===== config.mk =====
export PLATFORM = sky130hd
export DESIGN_NAME = mem_port_arbiter
export DESIGN_NICKNAME = d
export VERILOG_FILES = /design/src/rtl/mem_port_arbiter.sv
export SDC_FILE = /design/constraint.sdc
export NUM_CORES = 1
export LEC_CHECK = 0
export ABC_AREA = 1
export BUFFER_PORTS_ARGS = -buffer_cell sky130_fd_sc_hd__buf_2
export CORE_ASPECT_RATIO = 1.2
export CORE_MARGIN = 2
export CORE_UTILIZATION = 35
export DETAILED_ROUTE_END_ITERATION = 12
export GPL_ROUTABILITY_DRIVEN = 0
export PLACE_DENSITY = 0.64
export SETUP_SLACK_MARGIN = 0.05
export SYNTH_ARGS = -nofsm -noshare
export SYNTH_HDL_FRONTEND = slang
export SYNTH_SLANG_ARGS = --single-unit

===== constraint.sdc =====
create_clock -name clk -period 1.7 [get_ports clk]
set_input_delay 0.255 -clock clk [delete_from_list [all_inputs] [get_ports clk]]
set_output_delay 0.255 -clock clk [all_outputs]
set_load 0.02 [all_outputs]

===== src/rtl/mem_port_arbiter.sv =====
// Arbitrates one memory port between instruction fetch and data access; data has priority.
// Optional IF anti-starvation guard is enabled by defining ARB_STARVE_GUARD_EN.
module mem_port_arbiter #(
   parameter int ADDR_W       = 32,
   parameter int DATA_W       = 32,
   parameter int STARVE_LIMIT = 4
) (
   input  logic              clk,
   input  logic              reset,
   input  logic              if_req,
   input  logic [ADDR_W-1:0] if_addr,
   output logic [DATA_W-1:0] if_rdata,
   output logic              if_ack,
   input  logic              dm_req,
   input  logic              dm_we,
   input  logic [ADDR_W-1:0] dm_addr,
   input  logic [DATA_W-1:0] dm_wdata,
   output logic [DATA_W-1:0] dm_rdata,
   output logic              dm_ack,
   output logic              mem_req,
   output logic              mem_we,
   output logic [ADDR_W-1:0] mem_addr,
   output logic [DATA_W-1:0] mem_wdata,
   input  logic [DATA_W-1:0] mem_rdata,
   input  logic              mem_ready,
   output logic              stall_if,
   output logic              stall_mem
);

   typedef enum logic [1:0] {IDLE, BUSY_I, BUSY_D, DONE} state_t;

   state_t            state_reg, state_next;
   logic              owner_dm_reg;
   logic              we_reg;
   logic [ADDR_W-1:0] addr_reg;
   logic [DATA_W-1:0] wdata_reg;
   logic [DATA_W-1:0] if_rdata_reg;
   logic [DATA_W-1:0] dm_rdata_reg;
   logic              grant_i;
   logic              grant_d;
   logic              force_if;
   logic              busy;

   if (STARVE_LIMIT < 1) begin : g_limit_check
      $error("STARVE_LIMIT must be at least 1");
   end

`ifdef ARB_STARVE_GUARD_EN
   localparam int CNT_W = $clog2(STARVE_LIMIT + 1);

   logic [CNT_W-1:0] starve_cnt_reg;

   // Counts data grants that overtook a waiting fetch; saturates at the limit.
   always_ff @(posedge clk) begin
      if (reset) begin
         starve_cnt_reg <= '0;
      end else if (grant_i) begin
         starve_cnt_reg <= '0;
      end else if (grant_d && if_req && (starve_cnt_reg != CNT_W'(STARVE_LIMIT))) begin
         starve_cnt_reg <= starve_cnt_reg + CNT_W'(1);
      end
   end

   assign force_if = if_req && (starve_cnt_reg == CNT_W'(STARVE_LIMIT));
`else
   assign force_if = 1'b0;
`endif

   always_comb begin
      state_next = state_reg;
      grant_i    = 1'b0;
      grant_d    = 1'b0;
      case (state_reg)
         IDLE: begin
            if (force_if) begin
               grant_i    = 1'b1;
               state_next = BUSY_I;
            end else if (dm_req) begin
               grant_d    = 1'b1;
               state_next = BUSY_D;
            end else if (if_req) begin
               grant_i    = 1'b1;
               state_next = BUSY_I;
            end
         end
         BUSY_I, BUSY_D: begin
            if (mem_ready) begin
               state_next = DONE;
            end
         end
         DONE: begin
            state_next = IDLE;
         end
         default: begin
            state_next = IDLE;
         end
      endcase
   end

   always_ff @(posedge clk) begin
      if (reset) begin
         state_reg    <= IDLE;
         owner_dm_reg <= 1'b0;
         we_reg       <= 1'b0;
         addr_reg     <= '0;
         wdata_reg    <= '0;
         if_rdata_reg <= '0;
         dm_rdata_reg <= '0;
      end else begin
         state_reg <= state_next;
         if (grant_i) begin
            owner_dm_reg <= 1'b0;
            we_reg       <= 1'b0;
            addr_reg     <= if_addr;
            wdata_reg    <= '0;
         end else if (grant_d) begin
            owner_dm_reg <= 1'b1;
            we_reg       <= dm_we;
            addr_reg     <= dm_addr;
            wdata_reg    <= dm_wdata;
         end
         if ((state_reg == BUSY_I) && mem_ready) begin
            if_rdata_reg <= mem_rdata;
         end
         // Stores leave the previous load data visible on dm_rdata.
         if ((state_reg == BUSY_D) && mem_ready && !we_reg) begin
            dm_rdata_reg <= mem_rdata;
         end
      end
   end

   assign busy      = (state_reg == BUSY_I) || (state_reg == BUSY_D);
   assign mem_req   = busy;
   assign mem_we    = busy && we_reg;
   assign mem_addr  = addr_reg;
   assign mem_wdata = wdata_reg;
   assign if_ack    = (state_reg == DONE) && !owner_dm_reg;
   assign dm_ack    = (state_reg == DONE) && owner_dm_reg;
   assign if_rdata  = if_rdata_reg;
   assign dm_rdata  = dm_rdata_reg;
   assign stall_if  = if_req && !if_ack;
   assign stall_mem = dm_req && !dm_ack;

endmodule


* Yosys cells after proc, flatten, opt, wreduce, memory -nomap -nowiden
Cells that the tools add are included.
** Storage, ports and cells
- Memory bits (writable) :: 0
- Word-level logic and storage cells :: 41
- Bits in read-only memories :: 0
- Latch bits :: 0
- Output and inout port bits :: 134
- Memories kept :: 0
- Input bits :: 134
- Flip-flop bits (word level) :: 132
** Cells by class
- Muxes and demuxes :: 11
- Shifts and indexed selects :: 0
- $lt $le $gt $ge :: 0
- $add $sub $neg :: 0
- Equality and inequality tests :: 5
- Multiply operators :: 0
- Reductions and logical operators :: 18
- Bitwise operators :: 0
- Div/mod/pow operators :: 0
** Operator list (count)
- 32-bit two-way mux :: 2
- 1-bit logical AND :: 8
- 2-bit two-way mux :: 3
- 2-bit case mux with 3 select lines :: 1
- 1-bit two-way mux :: 5
- 2-bit equality test, second input constant :: 2
- 1-bit logical NOT :: 4
- 2-bit OR reduction :: 2
- 3-bit inequality test, second input constant :: 1
- 2-bit by 1-bit equality test with 1-bit output, second input constant :: 1
- 2-bit logical NOT :: 1
- 2-bit inequality test, second input constant :: 1
- 2-bit AND reduction :: 1
- 2-bit nonzero test :: 1
- 1-bit logical OR :: 1

* Logic depth before layout (Yosys ltp)
Gate-level depths: netlist of the first run.
- Depth after elaboration :: 4
- Gate-level depth with buffers :: 11
- Gate-level depth less buffers :: 8

* Worst setup path after synthesis of the first run
Ideal clock, no wire load.
- Kind :: register to register
- Start point :: register state_reg[0]
- End point :: register addr_reg[0] (netlist: mem_addr[0])
- Data arrival time :: 1.426 ns
- Setup time :: 0.128 ns
- Path slack :: 0.146 ns
- Stages on the path, launching flop included :: 12
- Required time :: 1.572 ns
- Path buffers :: 3
- Period minus slack after synthesis :: 1.554 ns
- Cells stage by stage :: dfxtp_1 inv_1 ha_1 buf_2 nand2_2 inv_2 buf_4 buf_4 nand2_1 nand2_1 nor2_1 nor2_1
** On the way
- Word-level cells in the longest chain between the ends :: 3
- Elaborated cells between the ends (all ways) :: 5
- Those cells by class :: 3 x mux; 2 x reduce/logical
** RTL lines
- start, declared :: line 32 : state_t state_reg, state_next;
- start signal, assigned :: line 110 : state_reg <= state_next;
- 2-bit logical NOT * :: line 73 : case (state_reg)
- 1-bit two-way mux :: line 73
- 32-bit two-way mux or 2-bit nonzero test (tied branches)
- end signal, assigned :: line 114 : addr_reg <= if_addr;
- end signal, assigned :: line 119 : addr_reg <= dm_addr;
- end, declared :: line 35 : logic [ADDR_W-1:0] addr_reg;
Every way passes the cells marked *; elsewhere a longest branch is shown, timed or not.
A chain may end at the register's enable or synchronous reset.

* Final worst setup path of the first run
- Start point :: register state_reg[1]
- End point :: output port mem_we
** On the way
- Word-level cells in the longest chain between the ends :: 3
- Elaborated cells between the ends (all ways) :: 4
- Those cells by class :: 2 x eq/ne; 2 x reduce/logical
** RTL lines
- 2-bit by 1-bit equality test with 1-bit output or 2-bit equality test (tied branches) :: line 132 : assign busy = (state_reg == BUSY_I) || (state_reg == BUSY_D);
- 1-bit logical OR * :: line 132
- 1-bit logical AND * :: line 134 : assign mem_we = busy && we_reg;
- end, declared :: line 21 : output logic mem_we,
Marked as above.

==> results.sh, run 1 <==
export IMPL_status="complete, no violations"
export IMPL_syn_nets=882
export IMPL_io_pins=268
export IMPL_crit_type="reg2out"
export IMPL_dr_pass1_iters=6
export IMPL_ys_seq_elements=132
export IMPL_yosysWarnings=0
export IMPL_final_antenna_net_count=0
export IMPL_fillers=1517
export IMPL_whs_path_depth=3
export IMPL_ys_types=18
export IMPL_finClkSkew_ps=23.7
export IMPL_grt_max_degree=65
export IMPL_cts_clk_slew_worst_paths_ps=60
export IMPL_synth_area_um2=5220
export IMPL_cts_max_level=4
export IMPL_r2r_end="dm_rdata[29]"
export IMPL_synth_fa_ha_area_share_pct=1.20
export IMPL_async_flop_share_pct=0
export IMPL_grt_overflow=0
export IMPL_drive_gt1_share_pct=32.4
export IMPL_reg2reg_from="state_reg[0]"
export IMPL_syn_instance_count=743
export IMPL_hpwl_um=11000
export IMPL_core_area_um2=14500
export IMPL_drt_wl_total_um=15800
export IMPL_numCtsBuffers=17
export IMPL_final_common_cell="buf_2"
export IMPL_grt_usage_pct=19.3
export IMPL_initial_core_util_pct=36.0
export IMPL_antenna_found_initial=0
export IMPL_p_per_area_nw_per_um2=1610
export IMPL_mostFrequentLayoutCells="265 x buf_2, 199 x nor2_1, 174 x nand2_1, 130 x dfxtp_1, 62 x o21ai_0"
export IMPL_multi_input_area_um2=2220
export IMPL_via_count=5406
export IMPL_cts_buffer_depth=2
export IMPL_r2r_cells=7
export IMPL_fmax_ghz=0.626
export IMPL_seq_area_frac_synth_pct=50.6
export IMPL_clk_latency_ps=430
export IMPL_cts_sinks=132
export IMPL_cts_tree="built"
export IMPL_muxShareOfSynthArea_pct=0
export IMPL_synthXorXnorAreaFrac_pct=0
export IMPL_register_area_um2=2650
export IMPL_maxSlewViolCount=0
export IMPL_nets=1134
export IMPL_peakVddDrop_mv=0.726
export IMPL_cts_root_buffer="clkbuf_16"
export IMPL_start_kind="register"
export IMPL_die_y_um=138
export IMPL_avgSynthCellArea_um2=7.02
export IMPL_endpoint_kind="primary output"
export IMPL_ys_flop_type="dfxtp_1"
export IMPL_cp_endpoint="mem_we"
export IMPL_viasPerCell=4.48
export IMPL_drt_iter0_markers=305
export IMPL_hold_class="in2reg"
export IMPL_startpoint="state_reg[1]"
export IMPL_dieArea_um2=15900
export IMPL_p_total_w=0.0118
export IMPL_fin_crit_sh_pct=94.0
export IMPL_synth_compound_area_share_pct=9.59
export IMPL_drcViolationCount=0
export IMPL_grt_pass1_vias=4931
export IMPL_synth_edf_count=0
export IMPL_grt_pass1_wl_um=24100
export IMPL_finalSetupViolations=0
export IMPL_wl_per_cell_um=13.1
export IMPL_syn_to_final_growth_pct=40.6
export IMPL_yosys_area_share_simple_pct=31.2
export IMPL_rsz0062_at_grt="true"
export IMPL_final_hold_viol_count=0
export IMPL_row_count=48
export IMPL_critPathMaxFanout=4
export IMPL_fin_crit_ps=1600
export IMPL_die_width_um=115
export IMPL_p_leak_nw=3.89
export IMPL_relSlewSlack_pct=70.9
export IMPL_finalSetupTns_ps=0
export IMPL_worst_ep_required_time_ps=1440
export IMPL_worst_slew_pin_slew_ps=437
export IMPL_synth_top_family_by_area="simple AND/OR/NAND/NOR gates"
export IMPL_r2r_slack_ps=310
export IMPL_arrival_ps=1340
export IMPL_maxCapViolCount=0
export IMPL_port_buffers=267
[power by group]
part           switching (W)  internal [W]
Clock                0.00133       0.00203
Combinational        0.00293       0.00149
Sequential          0.000311       0.00375
Total                0.00457       0.00727
[cell families (layout without fill, tap and decap cells)]
family / after synthesis / after routing
other: 0 / 1
AND/OR/NAND/NOR: 411 / 411
adder cells (fa/ha/maj): 5 / 5
AO/OA/AOI/OAI: 100 / 100
flip-flops: 132 / 132
buffers and inverters: 95 / 359
[timing repair]
action / 4_1_cts / 5_1_grt
endpoints found under the setup margin: 3 / 4
buffers inserted: 0 / 1
gates resized for setup: 9 / 6
hold buffers: 0 / 0
pin swaps: 0 / 2
[cell usage after synthesis, types with 4 or more instances]
| master | number | area share, % |
|---|---|---|
| clkinv_1 | 11 | 0.79 |
| buf_4 | 4 | 0.58 |
| inv_1 | 32 | 2.3 |
| nand4_1 | 32 | 3.8 |
| nor2_1 | 202 | 15 |
| nand2_1 | 174 | 13 |
| buf_1 | 5 | 0.36 |
| clkbuf_1 | 31 | 2.2 |
| ha_1 | 5 | 1.2 |
| o21ai_0 | 62 | 5.9 |
| dfxtp_1 | 132 | 51 |
| o21ai_1 | 5 | 0.48 |
| buf_2 | 9 | 0.86 |
| a21oi_1 | 33 | 3.2 |
[per-layer routing]
| metal | wire [um] | share of wire [%] | track usage, % |
|---|---|---|---|
| met5 | 0 | 0 | 0 |
| met4 | 293 | 1.9 | 7.70 |
| met3 | 1340 | 8.5 | 6.56 |
| met2 | 7490 | 47 | 32.4 |
| met1 | 6700 | 42 | 22.4 |
[metrics by stage]
| step | utilization (%) | area (um2) | std cells | hold slack [ps] | setup slack [ps] |
|---|---|---|---|---|---|
| 6_report | 50.7 | 7340 | 1208 | 64.4 | 101 |
| 5_1_grt | 50.7 | 7340 | 1207 | 65.9 | 29.9 |
| 4_1_cts | 50.6 | 7320 | 1206 | 56.2 | 68.7 |
| 3_5_place_dp | 46.7 | 6760 | 1175 | 453 | 162 |
| 3_3_place_gp | 46.7 | 6760 | 1175 | 449 | 222 |
| 2_1_floorplan | - | 5220 | 743 | 390 | 146 |
[area by class of cell]
| class | instances | share of cell area, % |
|---|---|---|
| multi-input cells | 516 | 30.2 |
| clock inverters | 9 | 1.11 |
| repair buffers | 283 | 20.7 |
| flip-flops and latches | 132 | 36.0 |
| clock buffers | 22 | 6.19 |
| diodes | 1 | 0.0341 |
| well taps | 200 | 3.41 |
| inverters | 45 | 2.30 |
[worst min path at each step]
stage	endpoint	from	slack [ps]
6_report	dm_rdata[17]	mem_rdata[17]	60
5_1_grt	mem_wdata[12]	dm_wdata[12]	70
4_1_cts	dm_rdata[14]	mem_rdata[14]	60
3_5_place_dp	mem_wdata[23]	mem_wdata[23]	450
3_3_place_gp	mem_wdata[4]	mem_wdata[4]	450
2_1_floorplan	dm_rdata[26]	mem_rdata[26]	390
[worst max-delay path, stage by stage (launching register included)]
cell     delay, ps
dfxtp_2        340
inv_2           70
ha_4           280
nand2_1         60
inv_2           50
buf_6          110
Power figures use the tool's default switching activity.
==> run 2: changes to the inputs <==
--- a/config.mk
+++ b/config.mk
@@ -9,11 +9,12 @@
 export BUFFER_PORTS_ARGS = -buffer_cell sky130_fd_sc_hd__buf_2
 export CORE_ASPECT_RATIO = 1.2
 export CORE_MARGIN = 2
-export CORE_UTILIZATION = 35
+export CORE_UTILIZATION = 45
 export DETAILED_ROUTE_END_ITERATION = 12
 export GPL_ROUTABILITY_DRIVEN = 0
-export PLACE_DENSITY = 0.64
+export PLACE_DENSITY = 0.79
 export SETUP_SLACK_MARGIN = 0.05
+export SLEW_MARGIN = 20
 export SYNTH_ARGS = -nofsm -noshare
 export SYNTH_HDL_FRONTEND = slang
 export SYNTH_SLANG_ARGS = --single-unit
==> results.sh, run 2 (synthesis gave the netlist of run 1 again) <==
export IMPL_antenna_cells=0
export IMPL_drive_gt1_share_pct=32.3
export IMPL_die_y_um=122
export IMPL_finalSetupTns_ps=0
export IMPL_nets=1132
export IMPL_cts_clk_slew_worst_paths_ps=60
export IMPL_path_cells="inv_2 -> ha_4 -> nand2_1 -> inv_2 -> buf_6"
export IMPL_maxSlewViolCount=0
export IMPL_fillers=1056
export IMPL_cts_root_buffer="clkbuf_16"
export IMPL_final_hold_viol_count=0
export IMPL_grt_pass1_vias=5031
export IMPL_slowest_delay_ps=340
export IMPL_hpwl_um=10800
export IMPL_io_pins=268
export IMPL_endpoint_kind="primary output"
export IMPL_wl_per_cell_um=12.9
export IMPL_via_count=5530
export IMPL_grt_pass1_wl_um=22800
export IMPL_utilization_pct=64.3
export IMPL_drt_iter0_markers=202
export IMPL_port_buffers=267
export IMPL_fmax_ghz=0.637
export IMPL_instances_no_fill=1163
export IMPL_dr_pass1_iters=5
export IMPL_drt_wl_total_um=15000
export IMPL_post_cts_buffers=0
export IMPL_p_per_area_nw_per_um2=1660
export IMPL_viasPerCell=4.75
export IMPL_worst_slew_pin_slew_ps=399
export IMPL_critPathMaxFanout=4
export IMPL_cts_buffer_depth=2
export IMPL_cts_max_level=4
export IMPL_arrival_ps=1320
export IMPL_numCtsBuffers=17
export IMPL_worst_ep_required_time_ps=1440
export IMPL_crit_type="reg2out"
export IMPL_dp_cells=1131
export IMPL_final_common_cell="buf_2"
export IMPL_dieArea_um2=12500
export IMPL_clk_latency_ps=410
export IMPL_start_kind="register"
export IMPL_cts_hold_fix_buffers=0
export IMPL_crit_path_frequent_cell="inv_2"
export IMPL_fin_crit_ps=1570
export IMPL_p_total_w=0.0122
export IMPL_grt_usage_pct=23.2
export IMPL_cts_tree="built"
export IMPL_relSlewSlack_pct=73.4
export IMPL_status="complete, no violations"
export IMPL_die_width_um=102
export IMPL_peakVddDrop_mv=0.779
export IMPL_initial_core_util_pct=45.5
export IMPL_final_antenna_net_count=0
export IMPL_critPathSlowestCell="dfxtp_2"
export IMPL_maxCapViolCount=0
export IMPL_finClkSkew_ps=9.16
export IMPL_mostFrequentLayoutCells="265 x buf_2, 199 x nor2_1, 174 x nand2_1, 130 x dfxtp_1, 62 x o21ai_0"
export IMPL_hold_class="in2reg"
export IMPL_rsz0062_at_grt="true"
export IMPL_finalSetupViolations=0
export IMPL_fin_crit_sh_pct=92.4
export IMPL_antenna_found_initial=0
export IMPL_syn_to_final_growth_pct=41.2
export IMPL_core_area_um2=11500
export IMPL_row_count=43
export IMPL_grt_overflow=0
export IMPL_drcViolationCount=0
export IMPL_grt_max_degree=65
export IMPL_p_leak_nw=3.93
export IMPL_cts_sinks=132
[run 2: cell count changes in the layout (fill, tap and decap cells not counted)]
cell / previous run / this run
bufinv_16: 1 / 3
inv_1: 27 / 29
diode_2: 1 / 0
buf_12: 4 / 7
buf_4: 12 / 8
clkinvlp_4: 3 / 2
clkinv_2: 4 / 1
clkinv_4: 0 / 2
clkbuf_1: 4 / 2
inv_6: 1 / 5
inv_2: 7 / 5
buf_6: 2 / 1
clkbuf_8: 1 / 0
[run 2: area by class of cell]
| class | count | area (um2) | share of cell area (%) |
|---|---|---|---|
| repair buffers | 281 | 1540 | 20.9 |
| flip-flops and latches | 132 | 2650 | 35.9 |
| clock inverters | 13 | 171 | 2.33 |
| inverters | 45 | 169 | 2.29 |
| clock buffers | 19 | 433 | 5.87 |
| well taps | 157 | 196 | 2.67 |
| multi-input cells | 516 | 2220 | 30.1 |
[run 2: critical path, delay by kind of cell, from the launching register on]
family | cells | cell delay, ps
adder cells (fa/ha/maj) | 1 | 280
buffers and inverters | 3 | 240
flip-flops | 1 | 340
AND/OR/NAND/NOR | 1 | 60
[run 2: worst paths after layout]
| path | depth (start not counted) | slack, ps | to | from |
|---|---|---|---|---|
| setup reg to reg | 7 | 160 | mem_wdata[19] | state_reg[0] |
| hold / removal | 3 | 80 | dm_rdata[11] | mem_rdata[11] |
| hold reg to reg | 2 | 460 | mem_wdata[29] | mem_wdata[29] |
| setup / recovery | 5 | 130 | mem_we | state_reg[1] |
[run 2: stage by stage]
stage	setup WS, ps	cell area, um2	hold slack [ps]
floorplan	146	5220	390
global placement	155	6730	449
detailed placement	92.8	6730	452
CTS	59.7	7360	64.9
global route	41.1	7370	69.1
finish	130	7370	79.2
[run 2: power breakdown]
group | switching (W) | leakage, nW | internal (W) | total, W
Clock | 0.00137 | 0.289 | 0.00233 | 0.00370
Combinational | 0.00292 | 2.56 | 0.00153 | 0.00445
Sequential | 0.000319 | 1.08 | 0.00375 | 0.00407
[run 2: per-layer routing]
layer | wire (um) | track usage [%] | vias up
li1 | - | - | 2823
met1 | 5920 | 25.6 | 2459
met2 | 7420 | 40.0 | 225
met3 | 1370 | 8.43 | 23
met4 | 306 | 9.50 | 0
met5 | 0 | 0 | -
[run 2: timing repair]
item,CTS,global route
gates cloned,0,0
endpoints found under the setup margin,4,2
resized for setup,7,5
pin swaps,1,1
==> run 3: changes to the inputs <==
==> constraint.sdc (replaced) <==
create_clock -name clk -period 2 [get_ports clk]
set_input_delay 0.3 -clock clk [delete_from_list [all_inputs] [get_ports clk]]
set_output_delay 0.3 -clock clk [all_outputs]
set_load 0.02 [all_outputs]
==> results.sh, run 3 (synthesis gave the netlist of run 1 again) <==
export IMPL_status="complete, no violations"
export IMPL_syn_to_final_growth_pct=40.3
export IMPL_finalSetupViolations=0
export IMPL_grt_max_degree=67
export IMPL_arrival_ps=1510
export IMPL_critPathSlowestCell="ha_1"
export IMPL_final_common_cell="buf_2"
export IMPL_initial_core_util_pct=45.5
export IMPL_cts_tree="built"
export IMPL_drt_wl_total_um=14500
export IMPL_hold_class="in2reg"
export IMPL_crit_type="reg2out"
export IMPL_cts_root_buffer="clkbuf_16"
export IMPL_placed_area_um2=6670
export IMPL_maxSlewViolCount=0
export IMPL_post_cts_buffers=0
export IMPL_drcViolationCount=0
export IMPL_place_ws_ps=371
export IMPL_maxCapViolCount=0
export IMPL_port_buffers=267
export IMPL_fillers=1067
export IMPL_dr_pass1_iters=4
export IMPL_drt_iter0_markers=163
export IMPL_die_width_um=102
export IMPL_finClkSkew_ps=7.60
export IMPL_nets=1134
export IMPL_worst_slack_ps=189
export IMPL_core_area_um2=11500
export IMPL_final_hold_viol_count=0
export IMPL_endpoint_kind="primary output"
export IMPL_grt_overflow=0
export IMPL_cts_max_level=4
export IMPL_peakVddDrop_mv=0.970
export IMPL_start_kind="register"
export IMPL_p_per_area_nw_per_um2=1420
export IMPL_multi_input_area_um2=2200
export IMPL_cts_sinks=132
export IMPL_p_leak_nw=3.94
export IMPL_final_antenna_net_count=0
export IMPL_dieArea_um2=12500
export IMPL_cts_clk_slew_worst_paths_ps=60
export IMPL_relSlewSlack_pct=64.7
export IMPL_die_y_um=122
export IMPL_clk_latency_ps=400
export IMPL_cts_hold_fix_buffers=0
export IMPL_wl_per_cell_um=12.4
export IMPL_grt_pass1_vias=4640
export IMPL_utilization_pct=63.9
export IMPL_worst_ep_required_time_ps=1700
export IMPL_fin_crit_sh_pct=90.5
export IMPL_grtUsageMet3_pct=8.55
export IMPL_via_count=5433
export IMPL_path_cells="inv_1 -> ha_1 -> nand2_1 -> inv_1 -> buf_2"
export IMPL_io_pins=268
export IMPL_drive_gt1_share_pct=31.7
export IMPL_finalSetupTns_ps=0
export IMPL_slowest_delay_ps=370
export IMPL_grt_use_met1_pct=26.3
export IMPL_antenna_found_initial=1
export IMPL_holdWs_ps=132
export IMPL_register_area_um2=2640
export IMPL_crit_path_frequent_cell="inv_1"
export IMPL_mostFrequentLayoutCells="267 x buf_2, 201 x nor2_1, 174 x nand2_1, 132 x dfxtp_1, 62 x o21ai_0"
export IMPL_grt_pass1_wl_um=21800
export IMPL_numCtsBuffers=17
export IMPL_final_area_um2=7320
export IMPL_r2r_slack_ps=390
export IMPL_cts_resized=0
export IMPL_fmax_ghz=0.552
export IMPL_global_route_usage_met2_pct=36.7
export IMPL_worst_slew_pin_slew_ps=529
export IMPL_grt_usage_pct=22.0
export IMPL_fin_crit_ps=1810
export IMPL_row_count=43
export IMPL_hpwl_um=10300
export IMPL_grt_busiest_layer="met2"
export IMPL_cts_buffer_depth=2
export IMPL_viasPerCell=4.66
export IMPL_rsz0062_at_grt="false"
export IMPL_critPathMaxFanout=4
-- run 3: where the power goes --
part	leakage, nW	switching (W)	internal (W)
combinational	2.54	0.00244	0.00118
sequential	1.08	0.000259	0.00318
clock	0.317	0.00117	0.00218
-- run 3: critical path: cells and delay by family, from the launching register on --
| family | cells | cell delay (ps) |
|---|---|---|
| simple gates | 1 | 70 |
| buf+inv | 3 | 320 |
| flops | 1 | 360 |
| fa+ha+maj | 1 | 370 |
-- run 3: cell type report --
cell class / count / share of cell area [%]
antenna: 1 / 0.0342
clock buffer: 19 / 6.19
clock inverter: 13 / 2.63
inverter: 45 / 2.31
multi-input combinational: 516 / 30.0
sequential: 132 / 36.1
tap: 157 / 2.68
timing repair buffer: 283 / 20.1
-- run 3: path summary, 6_finish.rpt --
path | start | end | depth (start not counted)
max | state_reg[1] | mem_we | 5
min reg2reg | mem_wdata[23] | mem_wdata[23] | 2
min | mem_rdata[30] | dm_rdata[30] | 3
max reg2reg | state_reg[0] | dm_rdata[29] | 8
-- run 3: layer usage --
layer	wire, um	vias up
met5	0	-
met1	5980	2387
met2	6990	199
li1	-	2834
met4	140	0
met3	1360	13
-- run 3: metrics by stage --
stage,std cells,power [W]
finish,1166,0.0104
CTS,1165,0.0105
global route,1166,0.0111
detailed placement,1133,0.00711
global placement,1133,0.00706
floorplan,743,0.00594
